==> src/rtl/tdm_demux14_if.sv <==
// Bus bundle for the 1:4 TDM demultiplexer: the sample stream in, the parallel frame out.
// frame_count exists only when TDM_DEMUX_FRAME_CNT_EN is defined.
interface tdm_demux14_if #(
    parameter int WIDTH = 8
);
    logic             in_valid;
    logic             in_sync;
    logic [WIDTH-1:0] in_data;
    logic [WIDTH-1:0] out3;
    logic [WIDTH-1:0] out2;
    logic [WIDTH-1:0] out1;
    logic [WIDTH-1:0] out0;
    logic             frame_valid;
    logic             locked;
    logic             sync_err;
`ifdef TDM_DEMUX_FRAME_CNT_EN
    logic [15:0]      frame_count;
`endif

    modport master (
`ifdef TDM_DEMUX_FRAME_CNT_EN
        input  frame_count,
`endif
        output in_valid, in_sync, in_data,
        input  out3, out2, out1, out0, frame_valid, locked, sync_err
    );

    modport slave (
`ifdef TDM_DEMUX_FRAME_CNT_EN
        output frame_count,
`endif
        input  in_valid, in_sync, in_data,
        output out3, out2, out1, out0, frame_valid, locked, sync_err
    );
endinterface

==> src/rtl/tdm_demux14.sv <==
// Receive-side 1:4 TDM demultiplexer: hunts for frame sync, stages slots 0-2 and publishes a
// coherent 4-channel frame on slot 3. Optional frame counter under TDM_DEMUX_FRAME_CNT_EN.
module tdm_demux14 #(
    parameter int WIDTH = 8
) (
    input logic          clk,
    input logic          rst,
    tdm_demux14_if.slave bus
);
    localparam logic [0:0] HUNT   = 1'b0;
    localparam logic [0:0] LOCKED = 1'b1;

    logic [0:0]       state_q, state_d;
    logic [1:0]       slot_q, slot_d;
    logic [WIDTH-1:0] stg0_q, stg0_d, stg1_q, stg1_d, stg2_q, stg2_d;
    logic [WIDTH-1:0] out3_q, out3_d, out2_q, out2_d, out1_q, out1_d, out0_q, out0_d;
    logic             fv_q, fv_d, se_q, se_d;
`ifdef TDM_DEMUX_FRAME_CNT_EN
    logic [15:0]      cnt_q, cnt_d;
`endif

    always_comb begin
        state_d = state_q;
        slot_d  = slot_q;
        stg0_d  = stg0_q;
        stg1_d  = stg1_q;
        stg2_d  = stg2_q;
        out3_d  = out3_q;
        out2_d  = out2_q;
        out1_d  = out1_q;
        out0_d  = out0_q;
        fv_d    = 1'b0;
        se_d    = 1'b0;
`ifdef TDM_DEMUX_FRAME_CNT_EN
        cnt_d   = cnt_q;
`endif
        if (bus.in_valid) begin
            if (state_q == HUNT) begin
                if (bus.in_sync) begin
                    stg0_d  = bus.in_data;
                    slot_d  = 2'd1;
                    state_d = LOCKED;
                end
            end else if (bus.in_sync) begin
                // Any sync restarts the frame; only an early one is an error.
                se_d   = (slot_q != 2'd0);
                stg0_d = bus.in_data;
                slot_d = 2'd1;
            end else begin
                case (slot_q)
                    2'd0: begin
                        se_d    = 1'b1;
                        state_d = HUNT;
                    end
                    2'd1: begin
                        stg1_d = bus.in_data;
                        slot_d = 2'd2;
                    end
                    2'd2: begin
                        stg2_d = bus.in_data;
                        slot_d = 2'd3;
                    end
                    default: begin
                        out3_d = stg0_q;
                        out2_d = stg1_q;
                        out1_d = stg2_q;
                        out0_d = bus.in_data;
                        fv_d   = 1'b1;
                        slot_d = 2'd0;
`ifdef TDM_DEMUX_FRAME_CNT_EN
                        cnt_d  = cnt_q + 16'd1;
`endif
                    end
                endcase
            end
        end
    end

    always_ff @(posedge clk or posedge rst) begin
        if (rst) begin
            state_q <= HUNT;
            slot_q  <= 2'd0;
            stg0_q  <= '0;
            stg1_q  <= '0;
            stg2_q  <= '0;
            out3_q  <= '0;
            out2_q  <= '0;
            out1_q  <= '0;
            out0_q  <= '0;
            fv_q    <= 1'b0;
            se_q    <= 1'b0;
`ifdef TDM_DEMUX_FRAME_CNT_EN
            cnt_q   <= 16'd0;
`endif
        end else begin
            state_q <= state_d;
            slot_q  <= slot_d;
            stg0_q  <= stg0_d;
            stg1_q  <= stg1_d;
            stg2_q  <= stg2_d;
            out3_q  <= out3_d;
            out2_q  <= out2_d;
            out1_q  <= out1_d;
            out0_q  <= out0_d;
            fv_q    <= fv_d;
            se_q    <= se_d;
`ifdef TDM_DEMUX_FRAME_CNT_EN
            cnt_q   <= cnt_d;
`endif
        end
    end

    assign bus.out3        = out3_q;
    assign bus.out2        = out2_q;
    assign bus.out1        = out1_q;
    assign bus.out0        = out0_q;
    assign bus.frame_valid = fv_q;
    assign bus.sync_err    = se_q;
    assign bus.locked      = (state_q == LOCKED);
`ifdef TDM_DEMUX_FRAME_CNT_EN
    assign bus.frame_count = cnt_q;
`endif
endmodule
==> src/flat_wrapper.sv <==
// flat-port wrapper written by rule: the top's interface ports become plain ports
module tdm_demux14_flat 
#(
    parameter int WIDTH = 8
)
  (clk, rst, bus_in_valid, bus_in_sync, bus_in_data, bus_out3, bus_out2, bus_out1, bus_out0, bus_frame_valid, bus_locked, bus_sync_err);
  tdm_demux14_if #(.WIDTH(WIDTH)) bus_i ();
  input logic clk;
  input logic rst;
  input wire logic [$bits(bus_i.in_valid)-1:0] bus_in_valid;
  input wire logic [$bits(bus_i.in_sync)-1:0] bus_in_sync;
  input wire logic [$bits(bus_i.in_data)-1:0] bus_in_data;
  output wire logic [$bits(bus_i.out3)-1:0] bus_out3;
  output wire logic [$bits(bus_i.out2)-1:0] bus_out2;
  output wire logic [$bits(bus_i.out1)-1:0] bus_out1;
  output wire logic [$bits(bus_i.out0)-1:0] bus_out0;
  output wire logic [$bits(bus_i.frame_valid)-1:0] bus_frame_valid;
  output wire logic [$bits(bus_i.locked)-1:0] bus_locked;
  output wire logic [$bits(bus_i.sync_err)-1:0] bus_sync_err;
  assign bus_i.in_valid = bus_in_valid;
  assign bus_i.in_sync = bus_in_sync;
  assign bus_i.in_data = bus_in_data;
  assign bus_out3 = bus_i.out3;
  assign bus_out2 = bus_i.out2;
  assign bus_out1 = bus_i.out1;
  assign bus_out0 = bus_i.out0;
  assign bus_frame_valid = bus_i.frame_valid;
  assign bus_locked = bus_i.locked;
  assign bus_sync_err = bus_i.sync_err;
  tdm_demux14 #(.WIDTH(WIDTH)) u_core (.clk(clk), .rst(rst), .bus(bus_i));
endmodule
==> config.mk <==
export PLATFORM = sky130hd
export DESIGN_NAME = tdm_demux14_flat
export DESIGN_NICKNAME = d
export VERILOG_FILES = /design/src/rtl/tdm_demux14_if.sv /design/src/rtl/tdm_demux14.sv /design/src/flat_wrapper.sv
export SDC_FILE = /design/constraint.sdc
export NUM_CORES = 1
export LEC_CHECK = 0
export CAP_MARGIN = 20
export CORE_MARGIN = 10
export CORE_UTILIZATION = 30
export CTS_CLUSTER_SIZE = 40
export DETAILED_ROUTE_END_ITERATION = 10
export DONT_BUFFER_PORTS = 1
export PLACE_DENSITY_LB_ADDON = 0.3
export REMOVE_ABC_BUFFERS = 1
export SKIP_LAST_GASP = 1
export SLEW_MARGIN = 20
export SYNTH_ARGS = -nofsm -noshare
export SYNTH_HDL_FRONTEND = slang
export SYNTH_SLANG_ARGS = --single-unit
==> constraint.sdc <==
create_clock -name clk -period 1.8 [get_ports clk]
set_input_delay 0.18 -clock clk [delete_from_list [all_inputs] [get_ports clk]]
set_output_delay 0.18 -clock clk [all_outputs]
set_load 0.01 [all_outputs]
# Yosys cells after proc, flatten, opt, wreduce, memory -nomap -nowiden
# Cells that the tools add are included.
word_totals:
  ff_bits: 61
  in_bits: 12
  out_inout_bits: 35
  elab_cells: 41
classes:
  n_eq_ne: 3
  muxes: 16
  bitwise_logic: 2
  reduce_logical: 9
op_table:
  columns: ["operator", "count"]
  rows:
  - ["two-way mux 1 bit", 12]
  - ["AND reduction 4 bit", 3]
  - ["two-way mux 2 bit", 3]
  - ["one-hot mux 2 bit (3 select lines)", 1]
  - ["nonzero test 2 bit", 2]
  - ["AND reduction 3 bit", 1]
  - ["OR reduction 3 bit", 1]
  - ["== test 2 x 1 -> 1 bit (second input constant)", 1]
  - ["== test 2 bit (second input constant)", 1]
  - ["zero test 2 bit", 1]
  - ["!= test 2 bit (second input constant)", 1]
  - ["NOT 1 bit", 2]
  - ["AND reduction 2 bit", 1]

# Longest topological paths before layout
depth:
  word_depth: 6
  ltp_mapped: 5
  mapped_depth_nobuf: 5

# Worst setup path before layout
# OpenSTA, ideal clock, no wires.
synth_timing:
  path_kind: "register -> register"
  startpoint: "reg u_core.slot_q[0]"
  endpoint: "reg u_core.out0_q[7], in the netlist u_core.bus.out0[7]"
  setup_ps: 125
  t_arrival_ps: 1235
  t_required_ps: 1675
  slack_ps: 439
  stages_incl_launch_ff: 5
  n_path_buf: 1
  path_cell_list: "dfrtp_1 ha_1 nand4b_4 buf_6 mux2_4"
synth_between:
  elab_chain_cells: 4
  word_cells_on_any_way: 6
synth_rtl:
  columns: ["element", "line", "text"]
  rows:
  - ["start, declared", "tdm_demux14.sv:14", "logic [1:0] slot_q, slot_d;"]
  - ["start signal, assigned", "tdm_demux14.sv:97", "slot_q <= slot_d;"]
  - ["== test 2 x 1 -> 1 bit (tied with other cells)", "tdm_demux14.sv:50", "case (slot_q)"]
  - ["OR reduction 3 bit (no source line) (*)", null, null]
  - ["NOT 1 bit (no source line) (*)", null, null]
  - ["AND reduction 4 bit (no source line) (*)", null, null]
  - ["end signal, assigned", "tdm_demux14.sv:104", "out0_q <= out0_d;"]
  - ["end, declared", "tdm_demux14.sv:16", "logic [WIDTH-1:0] out3_q, out3_d, out2_q, out2_d, out1_q, out1_d, out0_q, out0_d;"]
# Mark *: on every way between the ends. The rest lies on a longest branch, timed or not.
# A chain may end at the register's enable or synchronous reset.

# Final worst setup path
layout_timing:
  startpoint: "reg u_core.slot_q[0]"
  endpoint: "reg u_core.out1_q[1], in the netlist u_core.bus.out1[1]"
layout_between:
  elab_chain_cells: 4
  word_cells_on_any_way: 6
layout_rtl:
  columns: ["element", "line", "text"]
  rows:
  - ["== test 2 x 1 -> 1 bit (tied with other cells)", "tdm_demux14.sv:50", null]
  - ["OR reduction 3 bit (no source line) (*)", null, null]
  - ["NOT 1 bit (no source line) (*)", null, null]
  - ["AND reduction 4 bit (no source line) (*)", null, null]
  - ["end signal, assigned", "tdm_demux14.sv:103", "out1_q <= out1_d;"]
  - ["end, declared", "tdm_demux14.sv:16", null]
# Marks and branches as above.

==> results.json <==
{
  "status": "finished, final reports clean",
  "critPathMaxFanout": 17,
  "final_cells": 278,
  "fillers": 749,
  "wl_per_cell_um": 18.1,
  "synth_top_area_share_pct": 60.0,
  "cp-end-kind": "flip-flop",
  "syn_avg_cell_area_um2": 17.2,
  "root_buffer": "clkbuf_8",
  "multi_input_area_um2": 940,
  "criticalPathCategory": "flip-flop to flip-flop",
  "ys_types": 20,
  "clk_latency_ns": 0.33,
  "first_pass_iters": 3,
  "ys_ff_latch": 61,
  "p_leak_nw": 1.46,
  "cts_sinks": 61,
  "nNetsFinal": 185,
  "finalCriticalPeriod_ns": 1.67,
  "start_kind": "flip-flop",
  "drv_cap": 0,
  "area_growth_pct": 17.4,
  "grt_max_degree": 46,
  "synthesis.area_mm2": 0.00254,
  "register_area_mm2": 0.00153,
  "fp.dieH_um": 112,
  "die_width_um": 112,
  "clockBufferDepth": 2,
  "hold_violations": 0,
  "ir_worst_vdd_mv": 0.368,
  "clkTransAtPathRegs_ns": 0.07,
  "cts_inserted_buffers": 9,
  "tightestPinTransition_ns": 0.499,
  "power_mw": 4.90,
  "critPathRequiredTime_ns": 2.01,
  "vias": 1266,
  "timing.final.crit_share_pct": 92.5,
  "grt_pass1_vias": 1413,
  "ys_seq_area_share_pct": 60.0,
  "max_freq_mhz": 600,
  "design.die.area_mm2": 0.0126,
  "rows": 33,
  "ant_nets": 0,
  "yosysWarnings": 0,
  "hold_start": "bus_in_sync",
  "n_antenna_cell": 0,
  "hold_buffers": 11,
  "start_util_pct": 31.0,
  "finalMaxSlewViolations": 0,
  "core_mm2": 0.00822,
  "utilization_pct": 36.3,
  "cts_resized": 0,
  "port_buffers": 0,
  "drt-initial-drc-count": 71,
  "worstPathCellList": "ha_1, nand4b_4, buf_12, mux2_4",
  "maxSlewHeadroom_pct": 66.7,
  "hp-class": "input pin to flip-flop",
  "grt_pass1_wl_mm": 8.09,
  "yosys.area.top_type": "dfrtp_1",
  "drive_gt1_share_pct": 46.2,
  "arrival_ns": 1.87,
  "rsz0062_at_grt": "no",
  "cellPowerDensity_mw_per_mm2": 1640,
  "skew_ns": 0.00569,
  "drc": 0,
  "cp-startpoint": "u_core.slot_q[0]$_DFFE_PP0P_",
  "post-cts-setup-buffer-count": 0,
  "vias_per_cell": 4.55,
  "yosys-top-cells-area": "dfrtp_1, mux2_4, mux2_2",
  "slowest_stage": "dfrtp_1",
  "place_inst": 251,
  "max_stage_delay_ns": 0.43,
  "setup_viol": 0,
  "routabilityCongestion": 0.772,
  "antenna_found_initial": 0,
  "synthCells": 148,
  "overflow": 0,
  "gr-usage-all-layers_pct": 8.25,
  "cts_tree": "done",
  "ios": 47,
  "htreeDepth": 3,
  "setup-tns-final_ns": 0,
  "r2r_start": "u_core.slot_q[0]$_DFFE_PP0P_",
  "drt_wl_total_mm": 5.03
}
## flip-flops by register name, summed over array words and instances (netlist names)
register,count
u_core.stg0_q,8
u_core.bus.out1,8
u_core.slot_q,2
u_core.bus.sync_err,1
u_core.bus.out3,8
u_core.bus.frame_valid,1
u_core.stg2_q,8
u_core.stg1_q,8
u_core.bus.out0,8
u_core.bus.locked,1
u_core.bus.out2,8
## power breakdown
| part | switching [mW] | internal, mW | leakage, nW |
|---|---|---|---|
| combinational | 0.364 | 0.779 | 0.613 |
| sequential | 0.619 | 1.96 | 0.754 |
| clock | 0.499 | 0.673 | 0.0964 |
## worst max-delay path, delay by kind of cell (launching register included)
family | cells | cell delay [ns]
multiplexers | 1 | 0.31
AND/OR/NAND/NOR | 1 | 0.29
adder cells (fa/ha/maj) | 1 | 0.24
buffers and inverters | 1 | 0.27
flip-flops | 1 | 0.43
## worst paths after layout
path | endpoint | slack [ns] | depth (start not counted)
worst max-delay path | u_core.bus.out1[1]$_DFFE_PP0P_ | 0.13 | 4
worst min-delay path | u_core.bus.locked$_DFFE_PP0P_ | 0.04 | 2
worst max register to register | u_core.bus.out1[1]$_DFFE_PP0P_ | 0.13 | 4
worst min register to register | u_core.bus.out3[5]$_DFFE_PP0P_ | 0.51 | 1
max in group asynchronous | u_core.bus.out2[7]$_DFFE_PP0P_ | 0.96 | 3
min in group asynchronous | u_core.bus.out0[2]$_DFFE_PP0P_ | 0.28 | 2
## layer usage
| layer | up-vias | routed length (µm) | global-route usage, % |
|---|---|---|---|
| li1 | 566 | - | - |
| met1 | 648 | 2010 | 8.98 |
| met2 | 41 | 2410 | 12.5 |
| met3 | 11 | 451 | 3.94 |
| met4 | 0 | 158 | 5.58 |
| met5 | - | 0 | 0 |
## stage by stage
| stage | instance area [µm²] | hold WS (ns) | worst slack [ns] |
|---|---|---|---|
| 6_report | 2990 | 0.0447 | 0.135 |
| 5_1_grt | 2990 | 0.0364 | 0.0787 |
| 2_1_floorplan | 2480 | 0.287 | 0.0350 |
| 3_5_place_dp | 2680 | 0.0599 | 0.135 |
| 4_1_cts | 2990 | 0.0162 | 0.122 |
| 3_3_place_gp | 2680 | 0.0498 | 0.229 |
## logic make-up after synthesis
family | Yosys count | share of synthesized area, %
AOI/OAI and AO/OA | 4 | 1.23
buffers and inverters | 11 | 3.10
muxes | 56 | 29.1
and+or+nand+nor | 11 | 4.18
DFF | 61 | 60.0
adders and majority gates | 5 | 2.46
## layout make-up
type / instances / share of cell area (%)
inverter: 5 / 0.628
sequential: 61 / 51.1
tap: 105 / 4.40
timing repair buffer: 15 / 5.95
clock inverter: 4 / 1.59
multi-input combinational: 76 / 31.5
clock buffer: 12 / 4.86
## synth_stat cells
master / n
ha_1: 5
inv_1: 5
mux2_4: 29
or3_1: 1
nor2b_1: 1
a21oi_1: 1
o221ai_1: 1
nand4b_4: 1
a31oi_1: 1
nand4b_1: 1
nand2_1: 2
mux2_2: 27
nand4b_2: 2
o221a_2: 1
or3b_2: 1
dfrtp_1: 61
nand4bb_1: 1
nor2_1: 1
buf_4: 2
buf_6: 4
## cell usage in the layout, fill, tap and decap left out
cell type,n
nand4b_4,1
dlygate4sd3_1,11
buf_4,1
a31oi_1,1
or3_1,1
nand4b_1,1
clkinv_2,2
nor2b_1,1
o221a_2,1
or3b_2,1
clkbuf_8,10
bufinv_16,1
a21oi_1,1
nor2_1,1
clkinvlp_4,1
inv_2,1
ha_1,5
clkbuf_1,2
nand4bb_1,1
mux2_2,27
dfrtp_1,61
buf_12,3
inv_1,4
mux2_4,29
nand4b_2,2
nand2_1,2
o221ai_1,1
Power figures use the tool's default switching activity.
